===== src/rtl/decode_slot_arbiter.sv =====
// Decode/issue slot arbiter.
// Shares one registered pipeline slot among NumReq instruction sources.
// Grant precedence: group lock, then starvation forcing, then priority
// class, then plain round-robin. A flush empties the slot and drops lock and
// wait state but keeps the round-robin pointer.
module decode_slot_arbiter #(
  parameter int unsigned NumReq    = 3,
  parameter int unsigned DataWidth = 64,
  parameter int unsigned MaxWait   = 8,
  localparam int unsigned IdxWidth = $clog2(NumReq)
) (
  input  logic                          clk_i,
  input  logic                          rst_i,
  input  logic                          flush_i,
  input  logic [NumReq-1:0]             req_valid_i,
  input  logic [NumReq-1:0]             req_last_i,
  input  logic [NumReq-1:0]             req_prio_i,
  input  logic [NumReq*DataWidth-1:0]   req_data_i,
  output logic [NumReq-1:0]             req_ready_o,
  output logic                          slot_valid_o,
  output logic [DataWidth-1:0]          slot_data_o,
  output logic [IdxWidth-1:0]           slot_idx_o,
  input  logic                          slot_ready_i,
  output logic                          lock_active_o
);

  localparam int unsigned WaitWidth = $clog2(MaxWait + 1);
  localparam logic [WaitWidth-1:0] WaitMax = WaitWidth'(MaxWait);
  localparam logic [IdxWidth-1:0]  LastIdx = IdxWidth'(NumReq - 1);

  logic                 slot_valid_q;
  logic [DataWidth-1:0] slot_data_q;
  logic [IdxWidth-1:0]  slot_idx_q;
  logic                 lock_q;
  logic [IdxWidth-1:0]  lock_idx_q;
  logic [IdxWidth-1:0]  rr_ptr_q;
  logic [WaitWidth-1:0] wait_q [NumReq];

  logic [NumReq-1:0]    starve_mask;
  logic [NumReq-1:0]    prio_mask;
  logic [NumReq-1:0]    cand_mask;
  logic                 rr_found;
  logic [IdxWidth-1:0]  rr_idx;
  logic                 sel_found;
  logic [IdxWidth-1:0]  sel_idx;
  logic                 accept;
  logic                 grant_en;
  logic [IdxWidth-1:0]  rr_next;

  // Candidate mask: starving requesters first, then priority class, then all valid
  always_comb begin
    starve_mask = '0;
    for (int unsigned i = 0; i < NumReq; i++) begin
      starve_mask[i] = req_valid_i[i] && (wait_q[i] == WaitMax);
    end
    prio_mask = req_valid_i & req_prio_i;
    if (|starve_mask) begin
      cand_mask = starve_mask;
    end else if (|prio_mask) begin
      cand_mask = prio_mask;
    end else begin
      cand_mask = req_valid_i;
    end
  end

  // Round-robin scan of the candidate mask starting at rr_ptr
  always_comb begin
    int unsigned j;
    logic [IdxWidth-1:0] jj;
    j        = 0;
    jj       = '0;
    rr_found = 1'b0;
    rr_idx   = '0;
    for (int unsigned k = 0; k < NumReq; k++) begin
      j = 32'(rr_ptr_q) + k;
      if (j >= NumReq) begin
        j = j - NumReq;
      end
      jj = IdxWidth'(j);
      if (!rr_found && cand_mask[jj]) begin
        rr_found = 1'b1;
        rr_idx   = jj;
      end
    end
  end

  // Final selection: a held lock bypasses every other rule
  always_comb begin
    accept = !slot_valid_q || slot_ready_i;
    if (lock_q) begin
      sel_found = req_valid_i[lock_idx_q];
      sel_idx   = lock_idx_q;
    end else begin
      sel_found = rr_found;
      sel_idx   = rr_idx;
    end
    grant_en    = accept && !flush_i && sel_found;
    req_ready_o = '0;
    if (grant_en) begin
      req_ready_o[sel_idx] = 1'b1;
    end
    rr_next = (sel_idx == LastIdx) ? '0 : sel_idx + IdxWidth'(1);
  end

  // Output slot: loads on grant, drains on consume, invalidated by flush
  always_ff @(posedge clk_i) begin
    if (rst_i) begin
      slot_valid_q <= 1'b0;
      slot_data_q  <= '0;
      slot_idx_q   <= '0;
    end else if (flush_i) begin
      slot_valid_q <= 1'b0;
    end else if (grant_en) begin
      slot_valid_q <= 1'b1;
      slot_data_q  <= req_data_i[sel_idx*DataWidth +: DataWidth];
      slot_idx_q   <= sel_idx;
    end else if (slot_ready_i) begin
      slot_valid_q <= 1'b0;
    end
  end

  // Group lock and round-robin pointer; lock-rule grants leave the pointer alone
  always_ff @(posedge clk_i) begin
    if (rst_i) begin
      lock_q     <= 1'b0;
      lock_idx_q <= '0;
      rr_ptr_q   <= '0;
    end else if (flush_i) begin
      lock_q <= 1'b0;
    end else if (grant_en) begin
      if (lock_q) begin
        if (req_last_i[sel_idx]) begin
          lock_q <= 1'b0;
        end
      end else begin
        rr_ptr_q <= rr_next;
        if (!req_last_i[sel_idx]) begin
          lock_q     <= 1'b1;
          lock_idx_q <= sel_idx;
        end
      end
    end
  end

  // Per-requester saturating wait counters
  always_ff @(posedge clk_i) begin
    for (int unsigned i = 0; i < NumReq; i++) begin
      if (rst_i || flush_i || !req_valid_i[i] || req_ready_o[i]) begin
        wait_q[i] <= '0;
      end else if (wait_q[i] != WaitMax) begin
        wait_q[i] <= wait_q[i] + WaitWidth'(1);
      end
    end
  end

  assign slot_valid_o  = slot_valid_q;
  assign slot_data_o   = slot_data_q;
  assign slot_idx_o    = slot_idx_q;
  assign lock_active_o = lock_q;

endmodule

===== config.mk =====
export PLATFORM = sky130hd
export DESIGN_NAME = decode_slot_arbiter
export DESIGN_NICKNAME = d
export VERILOG_FILES = /design/src/rtl/decode_slot_arbiter.sv
export SDC_FILE = /design/constraint.sdc
export NUM_CORES = 1
export LEC_CHECK = 0
export ABC_AREA = 1
export BUFFER_PORTS_ARGS = -buffer_cell sky130_fd_sc_hd__buf_2
export CORE_AREA = 2 2 106 108
export DETAILED_ROUTE_END_ITERATION = 7
export DIE_AREA = 0 0 108 110
export MAX_ROUTING_LAYER = met4
export PLACE_DENSITY = 0.85
export SLEW_MARGIN = 40
export SYNTH_ARGS = -nofsm -noshare
export SYNTH_HDL_FRONTEND = slang
export SYNTH_SLANG_ARGS = --single-unit

===== constraint.sdc =====
create_clock -name clk_i -period 7.9 [get_ports clk_i]
set_clock_uncertainty 0.05 [all_clocks]
set_input_delay 1.58 -clock clk_i [delete_from_list [all_inputs] [get_ports clk_i]]
set_output_delay 1.58 -clock clk_i [all_outputs]
set_load 0.01 [all_outputs]

==> impl_results.md <==
* FF-to-FF Start: wait_q[0][0]
* Hold path cells at 2
* Setup TNS at 0 ps
* Synth top area cells: dfxtp_1, nand3_1, nand2_1
* Top cells by count, synth: nand2_1, nand3_1, inv_1, dfxtp_1, a31oi_1
* Worst Path Max Fanout at 58
* Kind of critical path: in2out
* Share of cells above drive strength 1 at 30.8%
* Post-DR vias/cell at 5.27
* Final setup fails at 0
* Post-CTS sizing at 0
* Total track usage at between 20% and 30%
* Syn nets at 985
* Final core utilization at between 60% and 70%
* Vias at 6,086
* RSZ-0062 raised after global routing: false
* # rows at 38
* CTS sink count at between 80 and 90
* EDFF count, synth at 12
* Largest net degree at the start of global routing at 95
* Clock buffer depth at 2
* P_leak at 3.57 nW
* # fillers at 1,050
* Die X at approximately 110 microns
* CTS H-tree depth at 3
* Crit-path most repeated cell: nand2_1
* Status: finished, final reports clean
* Slowest stage cell, crit path: nor2_1
* Max-cap viol count at 0
* Setup repair bufs after CTS at 0
* FF+latch area at 0.00180 sq mm
* Hold buffers post-CTS at 0
* PwrDens at between 400 and 500 mW/mm^2
* Die height at roughly 110 microns
* Hold Fails Final Rpt at 0
* Crit path required time at 6270 ps
* Drt drc at 0
* Slew Limit Fails at 0
* Crit path launch type: input pin
* Reg2Reg Capture Point: slot_data_o[35]
* Ant. Diodes at 0
* Clk Latency, worst-skew pair at 350 ps
* Avg Inst Size Synth at 6.61 sq um
* Synth Flop Type: dfxtp_1
* Peak supply drop at around 280 uV
* Antenna viol nets, final at 0
* Hold WS at 420 ps
* Placed Cells at between 1,000 and 1,500
* Synthesis-stage register bit count at 84
* Multi-input logic area at 0.00265 sq mm
* R2R setup slack at between 3000 and 4000 ps
* Async SR Flop Fraction at 0%
* CTS Root Cell: clkbuf_8
* Vias in the first global route at ~5,200
* Die area at 0.0119 sq mm
* Seq/Total Area, Yosys at 35.3%
* Fin crit share at 68.3%
* Nets at 1,222
* Initial antenna violation count at 0
* Crit end category: output pin
* Crit path max-delay family: simple AND/OR/NAND/NOR gates
* I/O Buffers at 275
* CTS tree: built
* WL final at 17,100 microns
* Area delta synth->final at 30.5%
* Core ar. at roughly 0.011 sq mm
* Hpwl dp at between 10,000 and 15,000 microns
* IO Pins at 276
* HP Class: reg2reg
* Final min period at 5400 ps
* GR Overflow Total at 0
* Largest stage delay on the critical path at ~350 ps
* Synthesized cell area at 0.00510 sq mm
* Worst Reg2Reg Path Length in Cells at 20
* Max Clk Rate at 0.185 GHz
* Num CTS Buffers at 9
* Cell accounting for the most synthesized area: dfxtp_1
* HP Start: slot_idx_o[0]
* TritonRoute pass-1 iters at 5
* Max-slew headroom at 50.8%
* Bufs and invs on worst path at 2
* Count leader, synth: nand2_1
* GPL Wtd Cong at 0.950
* YS warnings at 0
* Worst-Margin Slew at 738 ps
* Layout Cells excl Fill at 1,154
* Worst path arrival time at 3770 ps
* DRT iter0 DRCs at between 400 and 500
* Initial core utilization at 47.7%
* Hold Crit Endpoint: slot_idx_o[0]
* Placement Setup Slack at 2320 ps
* Post-synthesis cell count at 772
* Worst setup margin at approximately 2500 ps
* Clock Pin Slew Worst Setup and Hold Paths at 90 ps
* Yosys top cell area share at between 20% and 30%
* Synth unique cells at 30
* Per-cell routed wire length at 14.8 microns
* First-pass GRT wire length at between 20,000 and 30,000 microns
* Critical Path, Cell by Cell: buf_2 > nand4_2 > nand2_1 > nor2_2 > nand2_1 > nand3_1 > nand2_1 > nor2_4 > nand2_1 > nand2_1 > nand2_1 > nand3_1 > nand2_4 > nor2_1 > buf_2
## power breakdown
part           switching [mW]  internal (mW)
combinational            1.31          0.571
sequential             0.0615          0.564
clock                   0.167          0.148
total                    1.54           1.28
## cell type report
type                    instances  area share (%)
multi-input cells             530            39.8
clock buffers                   9            1.86
clock inverters                 7            1.11
inverters                     102            5.75
repair buffers                282            21.8
flip-flops and latches         84            27.1
well taps                     140            2.63
## per-layer routing
metal / global-route usage, % / routed length (microns)
met1: 35.3 / 7140
met2: 44.7 / 8150
met3: 5.35 / 1470
met4: 8.88 / 344
met5: - / 0
## sequential cells by signal, summed over array words and instances, names as in the netlist
signal,count
lock_idx_q,2
lock_active_o,1
rr_ptr_q,2
slot_idx_o,2
wait_q,12
slot_data_o,64
slot_valid_o,1
## worst max path at each step
stage	start	to	slack, ps	cells after the start
6_report	req_valid_i[0]	req_ready_o[1]	2500	15
5_1_grt	req_valid_i[0]	req_ready_o[1]	2170	15
3_3_place_gp	req_valid_i[0]	req_ready_o[1]	2400	14
2_1_floorplan	req_valid_i[0]	req_ready_o[0]	3220	14
4_1_cts	req_valid_i[0]	req_ready_o[1]	2310	14
3_5_place_dp	req_valid_i[0]	req_ready_o[1]	2320	14
## layout by cell type (no fill, tap or decap), drive strengths merged
| master | instances |
|---|---|
| o21ai | 68 |
| buf | 282 |
| a211oi | 1 |
| a21oi | 9 |
| nand2 | 172 |
| nand4 | 8 |
| dfxtp | 72 |
| edfxtp | 12 |
| inv | 103 |
| o211ai | 1 |
| nand3 | 156 |
| xnor2 | 3 |
| clkbuf | 9 |
| clkinvlp | 1 |
| clkinv | 4 |
| nor2 | 28 |
| nor3 | 2 |
| or2 | 1 |
| nand3b | 2 |
| bufinv | 1 |
| xor2 | 3 |
| ha | 8 |
| a31oi | 68 |
## worst min-delay path: cells and delay by family (launching register included)
family | cells | cell delay, ps
AND/OR/NAND/NOR | 1 | 60
AO/OA/AOI/OAI | 1 | 60
flip-flops | 1 | 320
## kinds of logic (layout without fill, tap and decap cells)
| group | after synthesis | after routing | synth area share [%] |
|---|---|---|---|
| compound gates | 147 | 147 | 16.2 |
| fa+ha+maj | 8 | 8 | 1.96 |
| simple gates | 369 | 369 | 32.5 |
| flops | 84 | 84 | 35.3 |
| buf+inv | 158 | 400 | 13.0 |
| xor+xnor | 6 | 6 | 1.03 |
## stage by stage
step                area, sq um  total power, mW
finish                     6660             2.82
global route               6660             3.10
CTS                        6630             2.81
detailed placement         6430             2.49
global placement           6430             2.47
floorplan                  5100             2.08
No activity file was read; power rests on OpenSTA's default activity.
